--- src/rtl/sum_scheduler_pkg.sv ---
// Shared types and width helpers for the sum scheduler slice.
// Pure declarations: no logic, no latency.
// No flow control lives here; consumers size their ports from these helpers.
package sum_sched_pkg;

  typedef enum logic [1:0] {
    IDLE = 2'd0,
    RUN  = 2'd1,
    RESP = 2'd2
  } state_t;

  // Sum of LENGTH elements needs clog2(LENGTH) extra bits to avoid overflow.
  function automatic int sum_width(input int length, input int data_width);
    return $clog2(length) + data_width;
  endfunction

  // Requester index width, never narrower than one bit.
  function automatic int id_width(input int num_req);
    return (num_req <= 2) ? 1 : $clog2(num_req);
  endfunction

endpackage

--- src/rtl/sum_scheduler_rr_arbiter.sv ---
// Round-robin arbiter: one-hot grant plus index, search starts after last_grant.
// Latency: purely combinational.
// Backpressure: none; the caller decides when a grant is actually taken.
module rr_arbiter
  import sum_sched_pkg::*;
#(
  parameter  int NUM_REQ = 4,
  localparam int IDW     = id_width(NUM_REQ)
) (
  input  logic [NUM_REQ-1:0] req,
  input  logic [IDW-1:0]     last_grant,
  output logic [NUM_REQ-1:0] grant,
  output logic [IDW-1:0]     grant_idx,
  output logic               any_grant
);

  // Walk requesters from last_grant+1 (wrapping) and take the first active one.
  always_comb begin
    int k;
    logic [IDW-1:0] kk;
    k         = 0;
    kk        = '0;
    grant     = '0;
    grant_idx = '0;
    any_grant = 1'b0;
    for (int i = 1; i <= NUM_REQ; i++) begin
      k  = (int'(last_grant) + i) % NUM_REQ;
      kk = IDW'(k);
      if (!any_grant && req[kk]) begin
        grant[kk] = 1'b1;
        grant_idx = kk;
        any_grant = 1'b1;
      end
    end
  end

endmodule

--- src/rtl/sum_scheduler.sv ---
// Shares one sum engine among NUM_REQ requesters, one job in flight, round-robin.
// Latency: accept -> engine enabled next cycle -> response the cycle after eng_sum_done.
// Backpressure: response held stable until rsp_ready; no new accept until then.
// Optional watchdog: define SUM_SCHEDULER_TIMEOUT_EN to bound RUN at TIMEOUT_CYCLES.
module sum_scheduler
  import sum_sched_pkg::*;
#(
  parameter  int NUM_REQ        = 4,
  parameter  int DATA_WIDTH     = 32,
  parameter  int LENGTH         = 8,
  parameter  int TIMEOUT_CYCLES = 64,
  localparam int SUM_W          = sum_width(LENGTH, DATA_WIDTH),
  localparam int IDW            = id_width(NUM_REQ)
) (
  input  logic                                          clk,
  input  logic                                          rst,
  input  logic [NUM_REQ-1:0]                            req_valid,
  input  logic [NUM_REQ-1:0][LENGTH-1:0][DATA_WIDTH-1:0] req_data,
  output logic [NUM_REQ-1:0]                            req_ready,
  output logic [LENGTH-1:0][DATA_WIDTH-1:0]             eng_data,
  output logic                                          eng_sum_en,
  input  logic [SUM_W-1:0]                              eng_sum_result,
  input  logic                                          eng_sum_done,
  output logic                                          rsp_valid,
  input  logic                                          rsp_ready,
  output logic [IDW-1:0]                                rsp_id,
  output logic [SUM_W-1:0]                              rsp_sum,
  output logic                                          rsp_err
);

  // Reject configurations outside the supported range at elaboration.
  if (NUM_REQ < 2 || NUM_REQ > 16 || LENGTH < 1 || TIMEOUT_CYCLES < 1) begin : g_param_check
    $error("sum_scheduler: unsupported parameter set");
  end

  state_t               state;
  logic [IDW-1:0]       last_grant;
  logic [NUM_REQ-1:0]   grant;
  logic [IDW-1:0]       grant_idx;
  logic                 any_grant;

  rr_arbiter #(.NUM_REQ(NUM_REQ)) u_arb (
    .req        (req_valid),
    .last_grant (last_grant),
    .grant      (grant),
    .grant_idx  (grant_idx),
    .any_grant  (any_grant)
  );

  // The accept strobe must coincide with the cycle the request is seen.
  assign req_ready = (state == IDLE) ? grant : '0;

`ifdef SUM_SCHEDULER_TIMEOUT_EN
  localparam int CNT_W = $clog2(TIMEOUT_CYCLES + 1);
  logic [CNT_W-1:0] wd_cnt;
  logic             err_q;
  assign rsp_err = err_q;
`else
  assign rsp_err = 1'b0;
`endif

  // Scheduler FSM: accept in IDLE, drive engine in RUN, hold response in RESP.
  always_ff @(posedge clk or posedge rst) begin
    if (rst) begin
      state      <= IDLE;
      eng_sum_en <= 1'b0;
      eng_data   <= '0;
      rsp_valid  <= 1'b0;
      rsp_id     <= '0;
      rsp_sum    <= '0;
      last_grant <= IDW'(NUM_REQ - 1);
`ifdef SUM_SCHEDULER_TIMEOUT_EN
      wd_cnt     <= '0;
      err_q      <= 1'b0;
`endif
    end else begin
      case (state)
        IDLE: begin
          if (any_grant) begin
            eng_data   <= req_data[grant_idx];
            rsp_id     <= grant_idx;
            eng_sum_en <= 1'b1;
            state      <= RUN;
`ifdef SUM_SCHEDULER_TIMEOUT_EN
            wd_cnt     <= '0;
`endif
          end
        end
        RUN: begin
          if (eng_sum_done) begin
            rsp_sum    <= eng_sum_result;
            eng_sum_en <= 1'b0;
            rsp_valid  <= 1'b1;
            state      <= RESP;
`ifdef SUM_SCHEDULER_TIMEOUT_EN
            err_q      <= 1'b0;
          end else if (wd_cnt == CNT_W'(TIMEOUT_CYCLES - 1)) begin
            // Engine never answered: release the requester with an error.
            rsp_sum    <= '0;
            err_q      <= 1'b1;
            eng_sum_en <= 1'b0;
            rsp_valid  <= 1'b1;
            state      <= RESP;
          end else begin
            wd_cnt     <= wd_cnt + 1'b1;
`endif
          end
        end
        RESP: begin
          if (rsp_ready) begin
            rsp_valid  <= 1'b0;
            last_grant <= rsp_id;
            state      <= IDLE;
          end
        end
        default: state <= IDLE;
      endcase
    end
  end

endmodule

--- config.mk ---
export PLATFORM = sky130hd
export DESIGN_NAME = sum_scheduler
export DESIGN_NICKNAME = d
export VERILOG_FILES = /design/src/rtl/sum_scheduler_pkg.sv /design/src/rtl/sum_scheduler_rr_arbiter.sv /design/src/rtl/sum_scheduler.sv
export SDC_FILE = /design/constraint.sdc
export NUM_CORES = 1
export LEC_CHECK = 0
export CORE_AREA = 2 2 526 528
export DETAILED_ROUTE_END_ITERATION = 16
export DIE_AREA = 0 0 528 530
export PLACE_DENSITY = 0.33
export SYNTH_ARGS = -nofsm -noshare
export SYNTH_HDL_FRONTEND = slang
export SYNTH_HIERARCHICAL = 1
export SYNTH_SLANG_ARGS = --single-unit
--- constraint.sdc ---
create_clock -name clk -period 10.2 [get_ports clk]
set_input_delay 1.02 -clock clk [delete_from_list [all_inputs] [get_ports clk]]
set_output_delay 1.02 -clock clk [all_outputs]
set_load 0.01 [all_outputs]
# [After elaboration in Yosys (flattened, before gate mapping)]
# Index checks and enable logic that the tools add are counted.
# Widths: inputs -> output; s select.
[classes] addsub=4 magnitude_cmp=9 eq_ne=5 muxes=41 bitwise_logic=3 reduce_logical=19
[op_table] cell="$bmux 256 s2" n=1
[op_table] cell="$mux 256" n=1
[op_table] cell="$mux 4" n=5
[op_table] cell="$mux 1" n=16
[op_table] cell="$lt 2x3->1 const B" n=5
[op_table] cell="$mux 2" n=7
[op_table] cell="$or 4x4->4" n=3
[op_table] cell="$reduce_and 3->1" n=3
[op_table] cell="$bmux 1 s2" n=4
[op_table] cell="$demux 1 s2" n=4
[op_table] cell="$ge 2x1->1 const B" n=4
[op_table] cell="$logic_and 1x1->1" n=7
[op_table] cell="$ne 2x2->1 const B" n=3
[op_table] cell="$pmux 2 s3" n=1
[op_table] cell="$reduce_and 2->1" n=3
[op_table] cell="$add 2x1->2 const B" n=2
[op_table] cell="$add 2x2->2 const B" n=2
[op_table] cell="$pmux 1 s2" n=2
[op_table] cell="$reduce_bool 2->1" n=2
[op_table] cell="$logic_not 1->1" n=3
[op_table] cell="$eq 2x1->1 const B" n=1
[op_table] cell="$eq 2x2->1 const B" n=1
[op_table] cell="$logic_not 2->1" n=1
[totals] reg_bits=299 in_bits=1067 wordCells=95

# [Longest topological paths before layout]
# Gate-level depths: netlist (run 1).
[depth] ltp_word=15 ltp_mapped=12 mapped_depth_nobuf=8

# [Hierarchy]
# The synthesis (run 1) kept the hierarchy.
[modules_own_cells] module="sum_scheduler" n_inst=1 cells_per_inst=1532 area_each_um2=17221.5 seq_area_each_um2=7484.7
[modules_own_cells] module="rr_arbiter" n_inst=1 cells_per_inst=68 area_each_um2=525.5 seq_area_each_um2=0.0

# [Worst setup path after synthesis (run 1)]
# Ideal clock, no wire load.
[synth_timing] path_type="input-to-output" from="input req_valid[0]" to="output req_ready[0]" arrival_ns=2.226 required_ns=9.180 slack_ns=6.954 stages=6 path_buffers=1 path_cell_list="buf_6 > mux4_2 > nand2_1 > o21ai_1 > a221o_1 > and2_1"
[synth_via] elab_chain_len=13 elab_cells_between_ends=25 cone_classes="mux (16); bitwise (3); reduce/logical (6)"
[synth_rtl] element="start, declared" line_no="sum_scheduler.sv:17" rtl="input logic [NUM_REQ-1:0] req_valid,"
[synth_rtl] element="$bmux 1 s2" line_no="sum_scheduler_rr_arbiter.sv:29" rtl="if (!any_grant && req[kk]) begin"
[synth_rtl] element="$mux 1 (not written as such)" line_no="sum_scheduler_rr_arbiter.sv:29"
[synth_rtl] element="$mux 1" line_no="sum_scheduler_rr_arbiter.sv:29"
[synth_rtl] element="$logic_not 1->1" line_no="sum_scheduler_rr_arbiter.sv:29"
[synth_rtl] element="$logic_and 1x1->1" line_no="sum_scheduler_rr_arbiter.sv:29"
[synth_rtl] element="$mux 1" line_no="sum_scheduler_rr_arbiter.sv:29"
[synth_rtl] element="$logic_not 1->1" line_no="sum_scheduler_rr_arbiter.sv:29"
[synth_rtl] element="$logic_and 1x1->1" line_no="sum_scheduler_rr_arbiter.sv:29"
[synth_rtl] element="$mux 1" line_no="sum_scheduler_rr_arbiter.sv:29"
[synth_rtl] element="$logic_not 1->1" line_no="sum_scheduler_rr_arbiter.sv:29"
[synth_rtl] element="$logic_and 1x1->1" line_no="sum_scheduler_rr_arbiter.sv:29"
[synth_rtl] element="$mux 4 (*)" line_no="sum_scheduler_rr_arbiter.sv:29"
[synth_rtl] element="named net grant[0]" line_no="sum_scheduler.sv:38" rtl="logic [NUM_REQ-1:0] grant;"
[synth_rtl] element="$mux 4 (*)" line_no="sum_scheduler.sv:51" rtl="assign req_ready = (state == IDLE) ? grant : '0;"
[synth_rtl] element="end, declared" line_no="sum_scheduler.sv:19" rtl="output logic [NUM_REQ-1:0] req_ready,"
# Mark *: on every way through the listed nets, which the timed path passes. The rest lies on a longest branch. The select of a mux whose other input is x is not followed.

# [Final worst setup path (run 1)]
[layout_timing] from="input req_valid[2]" to="register eng_data[163] (netlist bit)"
[layout_via] elab_chain_len=14 elab_cells_between_ends=25 cone_classes="mux (18); reduce/logical (7)"
[layout_rtl] element="$bmux 1 s2" line_no="sum_scheduler_rr_arbiter.sv:29"
[layout_rtl] element="$mux 1 (not written as such)" line_no="sum_scheduler_rr_arbiter.sv:29"
[layout_rtl] element="$mux 1" line_no="sum_scheduler_rr_arbiter.sv:29"
[layout_rtl] element="$logic_not 1->1" line_no="sum_scheduler_rr_arbiter.sv:29"
[layout_rtl] element="$logic_and 1x1->1" line_no="sum_scheduler_rr_arbiter.sv:29"
[layout_rtl] element="$mux 1" line_no="sum_scheduler_rr_arbiter.sv:29"
[layout_rtl] element="$logic_not 1->1" line_no="sum_scheduler_rr_arbiter.sv:29"
[layout_rtl] element="$logic_and 1x1->1" line_no="sum_scheduler_rr_arbiter.sv:29"
[layout_rtl] element="$mux 1" line_no="sum_scheduler_rr_arbiter.sv:29"
[layout_rtl] element="$logic_not 1->1" line_no="sum_scheduler_rr_arbiter.sv:29"
[layout_rtl] element="$logic_and 1x1->1" line_no="sum_scheduler_rr_arbiter.sv:29"
[layout_rtl] element="$mux 2 (*)" line_no="sum_scheduler_rr_arbiter.sv:29"
[layout_rtl] element="named net grant_idx[1]" line_no="sum_scheduler.sv:39" rtl="logic [IDW-1:0] grant_idx;"
[layout_rtl] element="$bmux 256 s2 (*)" line_no="sum_scheduler.sv:80" rtl="eng_data <= req_data[grant_idx];"
[layout_rtl] element="$mux 256 (not written as such) (*)" line_no="sum_scheduler.sv:80"
[layout_rtl] element="end signal, assigned" line_no="sum_scheduler.sv:80"
[layout_rtl] element="end, declared" line_no="sum_scheduler.sv:20" rtl="output logic [LENGTH-1:0][DATA_WIDTH-1:0] eng_data,"
# Marked as above.
# A chain may end at the register's enable or synchronous reset.

==> flow_metrics.py, run 1 <==
metrics = {
    "floorplanning": {
        "die_height_um": 530,
        "num_rows": 193,
        "die_x_um": 528,
        "coreArea_um2": 275000,
        "initial_utilization_pct": 6.46,
        "dieArea_um2": 280000,
        "ioPinCount": 1367,
    },
    "grt": {
        "grt_pass1_wl_mm": 261,
        "grt_antenna_before_repair": 286,
        "grt.total_usage_pct": 14.6,
        "overflow": 0,
        "grt_pass1_vias": 21400,
        "grt_max_degree": 110,
    },
    "route": {
        "vias": 21200,
        "drt_pass1_iterations": 5,
        "routed_wl_mm": 214,
        "top_layer": "met5",
        "wl_met3_mm": 32.3,
        "wl_met1_mm": 81.4,
        "dr_wl_met2_mm": 92.4,
        "drt_iter0_markers": 1130,
        "drc": 0,
        "wire_per_inst_um": 32.5,
        "antenna_left": 0,
        "viasPerCell": 3.22,
    },
    "cts": {
        "cts_buffers": 50,
        "cts_hold_buffers": 0,
        "clkTransAtPathRegs_ps": 60,
        "clk_path_buf_depth": 3,
        "htree_levels": 2,
        "ctsResizeCount": 0,
        "tritoncts": "yes",
        "clock_latency_ps": 670,
        "postCtsSetupRepairBufs": 0,
        "cts_root_buf": "clkbuf_16",
        "cts.sinks": 299,
    },
    "synth": {
        "ys_seq_area_share_pct": 42.2,
        "syn_area_um2": 17700,
        "synthesis.instances": 1600,
        "avgSynthCellArea_um2": 11.1,
        "synth-main-ff-cell": "dfrtp_1",
        "ys_seq_elements": 299,
        "async_flop_share_pct": 100,
        "synth_edf_count": 0,
        "yosys_warnings": 6,
        "synth.distinct_cells": 44,
        "synth_nets": 2675,
    },
    "sta": {
        "period_needed_ps": 4730,
        "setup_tns_ps": 0,
        "finClkSkew_ps": 27.5,
        "slew_headroom_pct": 11.2,
        "fmax_mhz": 211,
        "setup_violations": 0,
        "rsz0062_at_grt": "false",
        "report.final.slew_viol_count": 0,
        "hold_slack_ps": 483,
        "timing.final.crit_share_pct": 46.4,
        "finalHoldViolations": 0,
        "worst_pin_slew_ps": 1300,
    },
    "pwr": {
        "ir_drop_mv": 0.282,
        "powerDensity_nw_per_um2": 275,
        "finalPower_mw": 10.2,
        "leakagePower_nw": 14.2,
    },
    "place": {
        "placed_cells": 6448,
        "gp_congestion": 0.854,
        "portBuffers": 1365,
        "dp_hpwl_mm": 184,
    },
    "finish": {
        "final_cell_mix": "clkdlybuf4s50_1, mux2i_1, dfrtp_1, nand2_1, o221ai_1",
        "layout_commonest_cell": "clkdlybuf4s50_1",
        "area_delta_synth_final_pct": 110,
        "drive_gt1_share_pct": 5.63,
        "utilization_pct": 13.5,
        "fin_nets": 3968,
        "stdcell_count": 6592,
    },
    "critical_path": {
        "crit_type": "input port to flip-flop",
        "end_kind": "flip-flop",
        "cp.required_ps": 10700,
        "cp-start-kind": "input port",
        "crit_arrival_ps": 5240,
        "cp_max_fo": 88,
    },
    "flow_run": {
        "cap_violations": 0,
    },
    "status": {
        "outcome": "complete, no violations",
    },
    "hold_path": {
        "hp-class": "flip-flop to flip-flop",
    },
}
power breakdown:
| group | total, mW | internal [mW] | switching (mW) |
|---|---|---|---|
| clock network | 1.88 | 1.10 | 0.772 |
| registers | 2.22 | 1.81 | 0.403 |
| logic | 6.16 | 2.85 | 3.30 |
final timing paths:
path,cells past startpoint,slack (ps),from,to
hold / removal,2,480,eng_data[70],eng_data[70]
setup reg to reg,9,5520,last_grant[0],eng_data[163]
setup / recovery,10,5470,req_valid[2],eng_data[163]
hold reg to reg,2,480,eng_data[70],eng_data[70]
max in group asynchronous,4,7160,rst,eng_data[41]
min in group asynchronous,2,790,rst,rsp_sum[6]
worst max-delay path, stage by stage:
cell	delay [ps]
clkdlybuf4s50_1	660
or3b_1	380
o21ai_1	90
a21oi_1	90
o22ai_2	330
o22a_4	620
buf_12	480
buf_12	540
mux2i_1	460
o221ai_1	190
Yosys cell counts (all sizes together) (2+ instances only):
library cell	count	area share (%)
nor2	9	0.20
mux2	38	2.4
nand3	2	0.085
or3b	2	0.099
dfstp	2	0.30
a211oi	3	0.20
dfrtp	297	42
a21oi	5	0.16
a221o	4	0.23
inv	6	0.13
mux2i	515	29
o21ai	7	0.20
buf	127	4.5
clkbuf	24	0.51
o221ai	256	13
nand3b	2	0.085
a221oi	2	0.13
nand2	273	5.8
ha	8	0.56
a21boi	2	0.085
and2	4	0.14
registers in the layout, summed over array words and instances, names as in the netlist:
signal / flops
last_grant: 2
rsp_id: 2
rsp_valid: 1
rsp_sum: 35
eng_sum_en: 1
eng_data: 256
state: 2
stage by stage:
stage | setup WS, ps | area (µm²)
after floorplan | 922 | 17700
after global placement | 4780 | 35400
after detailed placement | 4770 | 35400
after CTS | 5350 | 37100
after global routing | 5220 | 37100
final | 5470 | 37200
area by class of cell:
| cell class | count | area [µm²] |
|---|---|---|
| Timing Repair Buffer | 1392 | 14000 |
| Fill cell | 31000 | 238000 |
| Clock buffer | 71 | 1440 |
| Sequential cell | 299 | 7480 |
| Clock inverter | 20 | 255 |
| Multi-Input combinational cell | 1144 | 9380 |
| Inverter | 6 | 30.0 |
| Antenna cell | 53 | 133 |
| Tap cell | 3607 | 4510 |
routing by layer:
layer	vias to the layer above	track usage [%]
met5	-	0
met4	232	2.99
met3	540	10.2
met2	1455	22.8
met1	10200	16.2
li1	8804	-
cells by family after synthesis:
kind of cell	after synthesis	share of synthesized area, %
AND/OR/NAND/NOR	297	6.56
multiplexers	554	31.7
flip-flops	299	42.2
other	1	0.0211
adder cells (fa/ha/maj)	8	0.564
AO/OA/AOI/OAI	284	13.9
buffers and inverters	157	5.15
Note: power is estimated with default switching activity, not from simulation.
==> run 2, diff against run 1 <==
==> constraint.sdc (replaced) <==
create_clock -name clk -period 4.9 [get_ports clk]
set_input_delay 0.49 -clock clk [delete_from_list [all_inputs] [get_ports clk]]
set_output_delay 0.49 -clock clk [all_outputs]
set_load 0.01 [all_outputs]
==> run 2 against run 1 <==
  * Flip-flop and latch count unchanged
  * Utilization up 0.16 points
  * Critical path depth shrank 2
  * Sequential power up 110%
  * Clock skew is 5.4 ps lower
  * Via count grew 0.70%
  * Non-clock buffer count increased by 56
  * First-iteration DRC count increased by 3.2%
  * Design area grew 1.2%
  * Global-route usage grew 0.057 points
  * Register-to-register slack worse by 4600 ps
  * Combinational power increased by 110%
==> flow_metrics.py, run 2 (synthesized netlist as in run 1, its figures left out) <==
metrics = {
    "sta": {
        "worst_pin_slew_ps": 806,
        "rsz0062_at_grt": "false",
        "fmax_mhz": 238,
        "slew_headroom_pct": 46.3,
        "setup_violations": 0,
        "period_needed_ps": 4210,
        "hold_slack_ps": 319,
        "finClkSkew_ps": 22.1,
        "timing.final.crit_share_pct": 85.8,
        "finalHoldViolations": 0,
        "setup_tns_ps": 0,
        "report.final.slew_viol_count": 0,
    },
    "critical_path": {
        "cp_num_buf_inv": 2,
        "crit_arrival_ps": 3720,
        "rrSetupSlack_ps": 900,
        "crit_type": "flip-flop to output pin",
        "end_kind": "output pin",
        "path_delay_family": "flip-flops",
        "cp.required_ps": 4410,
        "cp_max_fo": 17,
        "max_stage_delay_ps": 760,
        "worstPathCellList": "inv_2, ha_1, mux2i_4, nand2_1, o21ai_1, a221o_1, and2_1, clkdlybuf4s50_1",
        "cp-start-kind": "flip-flop",
        "slowest_stage": "dfstp_2",
    },
    "cts": {
        "ctsResizeCount": 0,
        "postCtsSetupRepairBufs": 0,
        "cts_hold_buffers": 0,
        "htree_levels": 2,
        "clk_path_buf_depth": 3,
        "cts.sinks": 299,
        "cts_root_buf": "clkbuf_16",
        "clock_latency_ps": 670,
        "cts_buffers": 48,
        "tritoncts": "yes",
        "clkTransAtPathRegs_ps": 60,
    },
    "grt": {
        "grtUsageMet2_pct": 23.6,
        "grt_pass1_wl_mm": 262,
        "grt_pass1_vias": 21800,
        "grt_util_met3_pct": 10.2,
        "grt.busiest_layer": "met2",
        "grt_antenna_before_repair": 290,
        "grt_max_degree": 87,
        "overflow": 0,
        "grt.total_usage_pct": 14.7,
        "use_met1_pct": 15.9,
    },
    "route": {
        "vias": 21300,
        "wire_per_inst_um": 32.2,
        "drc": 0,
        "antenna_left": 0,
        "routed_wl_mm": 214,
        "drt_iter0_markers": 1166,
        "drt_pass1_iterations": 6,
        "viasPerCell": 3.21,
    },
    "place": {
        "dp_hpwl_mm": 188,
        "portBuffers": 1365,
        "gp_congestion": 0.897,
    },
    "floorplanning": {
        "num_rows": 193,
        "dieArea_um2": 280000,
        "initial_utilization_pct": 6.46,
        "die_height_um": 530,
        "die_x_um": 528,
        "ioPinCount": 1367,
        "coreArea_um2": 275000,
    },
    "finish": {
        "layout_commonest_cell": "clkdlybuf4s50_1",
        "drive_gt1_share_pct": 6.98,
        "regMostFlops": "eng_data",
        "final_cell_mix": "clkdlybuf4s50_1, mux2i_1, dfrtp_1, nand2_1, o221ai_1",
        "largest_reg_flops": 256,
        "nFillCells": 31000,
        "multi_input_area_um2": 9370,
        "fin_nets": 4022,
        "reg_top3": "eng_data: 256 flops, rsp_sum: 35 flops",
        "ff_latch_area_um2": 7480,
        "area_delta_synth_final_pct": 112,
    },
    "pwr": {
        "leakagePower_nw": 14.5,
        "powerDensity_nw_per_um2": 569,
        "ir_drop_mv": 0.314,
    },
    "hold_path": {
        "hp-class": "input port to async pin",
    },
    "flow_run": {
        "cap_violations": 0,
    },
    "status": {
        "outcome": "complete, no violations",
    },
}
[run 2: per-layer routing]
layer  wire (µm)  up-vias
met4        4670      214
met3       33500      510
met1       78900    10200
met2       95700     1470
li1            -     8919
met5        1390        -
[run 2: layout make-up]
cell class / count / share of cell area, %
clock inverters: 15 / 0.442
multi-input cells: 1144 / 24.9
repair buffers: 1448 / 38.7
diodes: 56 / 0.372
flip-flops and latches: 299 / 19.9
inverters: 6 / 0.0698
clock buffers: 70 / 3.65
well taps: 3607 / 12.0
[run 2: worst reg2reg max path: stages, from the launching register on]
cell and delay, ps:
dfstp_2 760, inv_2 160, ha_1 580, a221oi_1 100
a211oi_1 370, o22a_4 230, buf_12 190, buf_12 410
mux2i_1 790, o221ai_1 240
[run 2: worst paths after layout]
kind,to,depth (start not counted),startpoint
min in group clk,rsp_sum[16],2,eng_sum_result[16]
hold reg to reg,eng_data[241],2,eng_data[241]
max in group asynchronous,state[0],3,rst
setup reg to reg,eng_data[48],9,last_grant[0]
hold / removal,eng_data[208],2,rst
setup / recovery,req_ready[2],8,last_grant[0]
[run 2: where the power goes]
part | switching [mW] | internal (mW)
Combinational | 6.91 | 6.31
Clock | 1.53 | 2.04
Sequential | 0.890 | 3.77
Total | 9.32 | 12.1
[run 2: per-stage QoR]
step / cell area, µm² / instances / utilization, % / worst slack [ps] / total power [mW]
after floorplan: 17800 / 1600 / - / 439 / 11.3
after global placement: 36000 / 6504 / 13.1 / 882 / 18.1
after detailed placement: 36000 / 6504 / 13.1 / 873 / 18.1
after CTS: 37500 / 6589 / 13.7 / 609 / 21.9
after global routing: 37500 / 6592 / 13.7 / 489 / 22.7
final: 37700 / 6645 / 13.7 / 694 / 21.4
